### src/rtl/spi_pkg.sv
// Shared types and constants for the SPI master and its clock generator.
package spi_pkg;

  localparam int unsigned DATA_W     = 8;
  localparam int unsigned FRAME_BITS = 9;
  localparam int unsigned BIT_IDX_W  = 4;
  localparam int unsigned BIT_SEL_W  = 3;

  localparam logic RW_WRITE = 1'b0;
  localparam logic RW_READ  = 1'b1;

  typedef enum logic [2:0] {
    IDLE,
    SETUP,
    XFER,
    HOLD,
    GAP
  } spi_state_e;

endpackage

### src/rtl/spi_clk_gen.sv
// Half-period tick generator: counts 0..CLK_DIV-1 and flags the last count.
module spi_clk_gen #(
  parameter int unsigned CLK_DIV = 4
) (
  input  logic clk,
  input  logic i_reset_n,
  input  logic i_clr,
  output logic o_tick_c
);

  localparam int unsigned CNT_W = (CLK_DIV > 2) ? $clog2(CLK_DIV) : 1;

  logic [CNT_W-1:0] cnt_q;

  assign o_tick_c = (cnt_q == CNT_W'(CLK_DIV - 1));

  // Free-running half-period counter, wraps on tick, held at zero by clear.
  always_ff @(posedge clk or negedge i_reset_n) begin
    if (!i_reset_n) begin
      cnt_q <= '0;
    end else if (i_clr || o_tick_c) begin
      cnt_q <= '0;
    end else begin
      cnt_q <= cnt_q + CNT_W'(1);
    end
  end

endmodule

### src/rtl/spi_master.sv
// Single-CS SPI master producing a 9-bit frame: R/W flag then 8 data bits LSB first.
module spi_master
  import spi_pkg::*;
#(
  parameter int unsigned CLK_DIV = 4
) (
  input  logic              clk,
  input  logic              i_reset_n,
  input  logic              i_start,
  input  logic              i_rw,
  input  logic [DATA_W-1:0] i_wdata,
  output logic              o_busy,
  output logic              o_done,
  output logic [DATA_W-1:0] o_rdata,
  output logic              sclk,
  output logic              cs,
  output logic              mosi,
  input  logic              miso
);

  spi_state_e           state_q;
  logic                 rw_q;
  logic [DATA_W-1:0]    wdata_q;
  logic [DATA_W-1:0]    sh_q;
  logic [DATA_W-1:0]    rdata_q;
  logic [BIT_IDX_W-1:0] bit_idx_q;
  logic                 sclk_q;
  logic                 cs_q;
  logic                 mosi_q;
  logic                 busy_q;
  logic                 done_q;

  logic                 tick_c;
  logic                 clr_c;

  // Counter is parked at zero in IDLE so SETUP always starts a full half-period;
  // every other state entry happens on a tick, which wraps the counter anyway.
  assign clr_c = (state_q == IDLE);

  spi_clk_gen #(
    .CLK_DIV(CLK_DIV)
  ) u_clk_gen (
    .clk      (clk),
    .i_reset_n(i_reset_n),
    .i_clr    (clr_c),
    .o_tick_c (tick_c)
  );

  // Frame sequencer: drives the SPI pins, shifts data and reports completion.
  always_ff @(posedge clk or negedge i_reset_n) begin
    if (!i_reset_n) begin
      state_q   <= IDLE;
      rw_q      <= RW_WRITE;
      wdata_q   <= '0;
      sh_q      <= '0;
      rdata_q   <= '0;
      bit_idx_q <= '0;
      sclk_q    <= 1'b0;
      cs_q      <= 1'b1;
      mosi_q    <= 1'b0;
      busy_q    <= 1'b0;
      done_q    <= 1'b0;
    end else begin
      done_q <= 1'b0;
      case (state_q)
        IDLE: begin
          if (i_start) begin
            rw_q    <= i_rw;
            wdata_q <= i_wdata;
            cs_q    <= 1'b0;
            mosi_q  <= i_rw;
            busy_q  <= 1'b1;
            state_q <= SETUP;
          end
        end
        SETUP: begin
          if (tick_c) begin
            sclk_q    <= 1'b1;
            bit_idx_q <= '0;
            state_q   <= XFER;
          end
        end
        XFER: begin
          if (tick_c) begin
            if (!sclk_q) begin
              sclk_q <= 1'b1;
            end else begin
              sclk_q <= 1'b0;
              // Falling edge k>=1 captures the bit the slave launched on rising edge k.
              if ((bit_idx_q != '0) && (rw_q == RW_READ)) begin
                sh_q <= {miso, sh_q[DATA_W-1:1]};
              end
              if (bit_idx_q == BIT_IDX_W'(FRAME_BITS - 1)) begin
                mosi_q  <= 1'b0;
                state_q <= HOLD;
              end else begin
                mosi_q    <= (rw_q == RW_WRITE) ? wdata_q[bit_idx_q[BIT_SEL_W-1:0]] : 1'b0;
                bit_idx_q <= bit_idx_q + BIT_IDX_W'(1);
              end
            end
          end
        end
        HOLD: begin
          if (tick_c) begin
            cs_q    <= 1'b1;
            done_q  <= 1'b1;
            if (rw_q == RW_READ) begin
              rdata_q <= sh_q;
            end
            state_q <= GAP;
          end
        end
        GAP: begin
          if (tick_c) begin
            busy_q  <= 1'b0;
            state_q <= IDLE;
          end
        end
        default: state_q <= IDLE;
      endcase
    end
  end

  assign o_busy  = busy_q;
  assign o_done  = done_q;
  assign o_rdata = rdata_q;
  assign sclk    = sclk_q;
  assign cs      = cs_q;
  assign mosi    = mosi_q;

endmodule

### config.mk
export PLATFORM = sky130hd
export DESIGN_NAME = spi_master
export DESIGN_NICKNAME = d
export VERILOG_FILES = /design/src/rtl/spi_pkg.sv /design/src/rtl/spi_clk_gen.sv /design/src/rtl/spi_master.sv
export SDC_FILE = /design/constraint.sdc
export NUM_CORES = 1
export LEC_CHECK = 0
export ABC_AREA = 1
export CORE_MARGIN = 10
export CORE_UTILIZATION = 45
export DETAILED_ROUTE_END_ITERATION = 12
export GPL_ROUTABILITY_DRIVEN = 0
export PLACE_DENSITY = 0.68
export SYNTH_ARGS = -nofsm -noshare
export SYNTH_HDL_FRONTEND = slang
export SYNTH_SLANG_ARGS = --single-unit
### constraint.sdc
create_clock -name clk -period 2.3 [get_ports clk]
set_input_delay 0.575 -clock clk [delete_from_list [all_inputs] [get_ports clk]]
set_output_delay 0.575 -clock clk [all_outputs]
set_load 0.05 [all_outputs]
[Yosys cells after proc, flatten, opt, wreduce, memory -nomap -nowiden]
Cells that the tools add are included.
Word-level totals
  bits of input ports: 13
  register bits: 39
  logic and storage cells: 79
  output and inout port bits: 13
Cells by class
  mux-type cells: 33
  order comparisons: 1
  add/sub/neg operators: 2
  reduce and logical (&&, ||, !) cells: 17
  eq/ne operators: 14
Operators by type and width (count)
  $mux W3: 7
  $mux W4: 4
  $pmux W3 S5: 1
  $mux W1: 14
  $reduce_and A3 Y1: 4
  $ne A2 B1 Y1 const B: 4
  $ne A2 B2 Y1 const B: 4
  $pmux W1 S2: 4
  $pmux W4 S2: 1
  $reduce_and A4 Y1: 2
  $reduce_bool A2 Y1: 4
  $reduce_and A7 Y1: 1
  $eq A3 B2 Y1 const B: 2
  $reduce_and A5 Y1: 1
  $add A4 B1 Y4 const B: 1
  $eq A4 B4 Y1 const B: 1
  $lt A3 B4 Y1 const B: 1
  $reduce_bool A4 Y1: 1
  $bmux W1 S3: 1
  $eq A3 B1 Y1 const B: 1
  $eq A3 B3 Y1 const B: 1
  $logic_not A3 Y1: 1
  $add A2 B1 Y2 const B: 1
  $eq A2 B2 Y1 const B: 1
  other kinds (4): 4

[Logic depth before layout (Yosys ltp)]
  depth in word-level cells: 7
  mapped depth: 8
  depth with buffers taken out: 8

[Hierarchy]
Synthesis repeated with hierarchy kept, for this count alone.
Second synthesis, totals
  cell total of the unflattened synthesis: 210
  area total of the unflattened synthesis: 1863.0 sq um
Modules (own cells, without submodules)
  spi_master: times used 1, seq. area each 927.1 sq um, area each 1778.0 sq um, cells each 201
  spi_clk_gen: times used 1, seq. area each 50.0 sq um, area each 85.1 sq um, cells each 9

[Least setup slack after synthesis]
No wires, ideal clock.
  path kind: flip-flop to flip-flop
  start: reg sclk_q (netlist: sclk)
  end: reg sh_q[5]
  required time: 2183 ps
  stages on the path, launching flop included: 7
  path buffers: 1
  arrival: 1391 ps
  slack: 792 ps
  setup time: 117 ps
  clock period less this slack: 1508 ps
  cell sequence: dfrtp_1 inv_1 nor3_2 nand3_2 buf_6 nand2_1 o21ai_2
On the way
  longest elaborated chain between the ends: 1
RTL lines
  start: declaration: RTL line spi_master.sv:27  | logic sclk_q;
  start signal: assignment: RTL line spi_master.sv:58  | sclk_q <= 1'b0;
  start signal: assignment: RTL line spi_master.sv:78  | sclk_q <= 1'b1;
  start signal: assignment: RTL line spi_master.sv:86  | sclk_q <= 1'b1;
  $reduce_and A4 Y1 (no source line)
  end signal: assignment: RTL line spi_master.sv:91  | sh_q <= {miso, sh_q[DATA_W-1:1]};
  end: declaration: RTL line spi_master.sv:24  | logic [DATA_W-1:0] sh_q;
Every way passes these cells.
A chain may end at the register's enable or synchronous reset.

[Worst setup path after layout]
  start: reg cs_q (netlist: cs)
  end: out cs
RTL lines
  start: declaration: RTL line spi_master.sv:28  | logic cs_q;
  start signal: assignment: RTL line spi_master.sv:59  | cs_q <= 1'b1;
  start signal: assignment: RTL line spi_master.sv:70  | cs_q <= 1'b0;
  start signal: assignment: RTL line spi_master.sv:105  | cs_q <= 1'b1;
  end: declaration: RTL line spi_master.sv:16  | output logic cs,
No word-level cell between the ends.

==> flow_summary_export.csv <==
group,metric,value,unit
outcome,status,"finished clean",
grt,grt_pass1_vias,1228,
synth,yosys_register_bits,39,
synth,ys.flop_type,"dfrtp_1",
die,ioPinCount,26,
run,drv_cap,0,
detailed_routing,wl_per_cell,11.9,um
grt,antenna_found_initial,0,
detailed_routing,postRouteAntennaNets,0,
cts,post_cts_buffers,0,
critical_path,rr_startpoint,"u_clk_gen.cnt_q[0]",
die,dieArea,6840,um2
cts,postCtsHoldBufs,0,
critical_path,end_kind,"output pin",
place,place_hpwl,2530,um
cts,cts_tree,"built",
cells_and_area,nets,248,
grt,grt_usage,0.109,
critical_path,path_cells,"clkdlybuf4s50_1",
critical_path,slowest_delay,800,ps
timing,finClkSkew,5.78,ps
grt,grt_pass1_wl,5740,um
timing,drv_slew,0,
detailed_routing,drcViolationCount,0,
synth,synthCells,201,
synth,syn_area_per_cell,8.81,um2
cts,cts_sinks,39,
cts,cts_buffers,5,
grt,grt_max_degree,22,
synth,synth-edff-count,0,
pwr,ir_drop,0.000626,V
timing,period_minus_slack,2190,ps
grt,overflow,0,
pwr,p_per_area,1010,nW/um2
detailed_routing,avgViaCountPerCell,4.75,
place,pre_cts_ws,419,ps
detailed_routing,drtIter0Drc,106,
synth,netlist_area,1770,um2
synth,yosysTopAreaCell,"dfrtp_1",
critical_path,timing.rr.end,"sh_q[7]",
critical_path,reg2regPathDepth,6,
timing,setup_viol,0,
critical_path,critPathBufInv,1,
die,core-area,3740,um2
cts,htreeDepth,2,
synth,yosysWarnings,0,
die,die_y,82.7,um
cts,clkTransAtPathRegs,80,ps
timing,fin_ws,106,ps
die,die_width,82.7,um
timing,worst_slew_margin_rel,0.656,
timing,post-route-period-util,0.954,
timing,tightest_slew,515,ps
synth,ys_seq_area_frac,0.552,
die,start_util,0.473,
timing,rsz0062_at_grt,"false",
place,port_buffers,25,
critical_path,worst-endpoint-required,1730,ps
worst_hold_path,min_path_type,"in2async",
cells_and_area,diodes,0,
critical_path,crit_family,"buffers and inverters",
timing,fmax,456,MHz
cells_and_area,nFillCells,343,
detailed_routing,drt-total-wl,3350,um
critical_path,r2r_slack,580,ps
critical_path,cp-start-kind,"flop",
pwr,p_leak,0.00101,uW
synth,synth_most_common_cell,"nand2_1",
cts,root_buffer,"clkbuf_8",
critical_path,worst-setup-path-type,"reg2out",
critical_path,slowest_stage,"clkdlybuf4s50_1",
timing,tns,0,ps
synth,synth_top_area_frac,0.537,
synth,synth.distinct_cells,24,
synth,netlist_top_cells_area,"dfrtp_1, nand2_1, inv_1",
die,rows,22,
synth,postSynth.asyncResetShare,1.00,
critical_path,arrival,1620,ps
cells_and_area,syn2layout_area_growth,21.7,%
cells_and_area,layout-drive-gt1-share,0.120,
cts,insertion_delay,290,ps
critical_path,cp_max_fo,2,
timing,hold_viol,0,
detailed_routing,vias,1336,
synth,syn-num-nets,217,
cts,clk_path_buf_depth,2,
synth,synth_commonest_cells,"nand2_1, dfrtp_1, inv_1",
cts,ctsResizeCount,0,
detailed_routing,first_pass_iters,4,
## worst reg2reg max path, stage by stage, from the launching register on
cell	delay, ps
dfrtp_1	360
ha_1	300
inv_2	110
nor3_2	250
nand3_2	350
nand2_1	190
o21ai_2	60
## flip-flops by register name, indices dropped and copies added (netlist names)
| name | count |
|---|---|
| o_busy | 1 |
| wdata_q | 8 |
| state_q | 3 |
| mosi | 1 |
| u_clk_gen.cnt_q | 2 |
| o_done | 1 |
| cs | 1 |
| sh_q | 8 |
| o_rdata | 8 |
| sclk | 1 |
| rw_q | 1 |
| bit_idx_q | 4 |
## kinds of logic (layout without fill, tap and decap cells)
logic type,after synthesis,count (layout),synth area share
fa+ha+maj,3,3,0.0212
flops,39,39,0.552
simple gates,97,97,0.240
buf+inv,28,60,0.0650
xor+xnor,2,2,0.00990
compound gates,32,32,0.112
## final cells by class
cell class	count	area, um2	area share
clock inverters	2	12.5	0.00581
well taps	48	60.1	0.0279
repair buffers	27	260	0.121
inverters	25	93.8	0.0436
clock buffers	6	72.6	0.0337
flip-flops and latches	39	977	0.454
multi-input cells	134	678	0.315
## stage by stage
stage	utilization	hold WS, ps	power [uW]	instance area [um2]	instances
after floorplan	-	279	1530	1770	201
after global placement	0.553	425	1740	2070	273
after detailed placement	0.553	428	1750	2070	273
after CTS	0.576	232	2210	2150	281
after global routing	0.576	247	2350	2150	281
final	0.576	224	2180	2150	281
## worst max path at each step
| stage | startpoint | to | slack (ps) | cells past startpoint |
|---|---|---|---|---|
| 4_1_cts | cs | cs | 90 | 1 |
| 6_report | cs | cs | 110 | 1 |
| 3_3_place_gp | cs | cs | 410 | 1 |
| 3_5_place_dp | cs | cs | 420 | 1 |
| 5_1_grt | cs | cs | 60 | 1 |
| 2_1_floorplan | sclk | sh_q[5] | 790 | 6 |
## routing by layer
metal	part of all wire	global-route usage	up-vias
met1	0.52	0.158	607
li1	-	-	702
met2	0.41	0.141	22
met3	0.052	0.0367	5
met4	0.013	0.0452	0
met5	0	0	-
## layout by cell type, fill, tap and decap left out, types with 2 or more instances in the layout
master           synthesis  final
buf_4                    0      2
nand3_1                 13     13
inv_1                   22     22
clkbuf_8                 0      5
dfrtp_1                 38     38
xor2_1                   2      2
a21oi_1                  3      3
o21ai_2                  8      8
clkdlybuf4s50_1          0     24
nor2_1                   8      8
nand2_1                 67     67
inv_2                    3      3
nand3_2                  3      3
o21ai_0                  5      5
nand4_1                  2      2
o21ai_1                 13     13
ha_1                     3      3
## power by group
part | total [uW] | internal [uW] | switching, uW
Sequential | 960 | 847 | 113
Combinational | 780 | 266 | 514
Clock | 442 | 212 | 230
(Power assumes the default switching activity.)
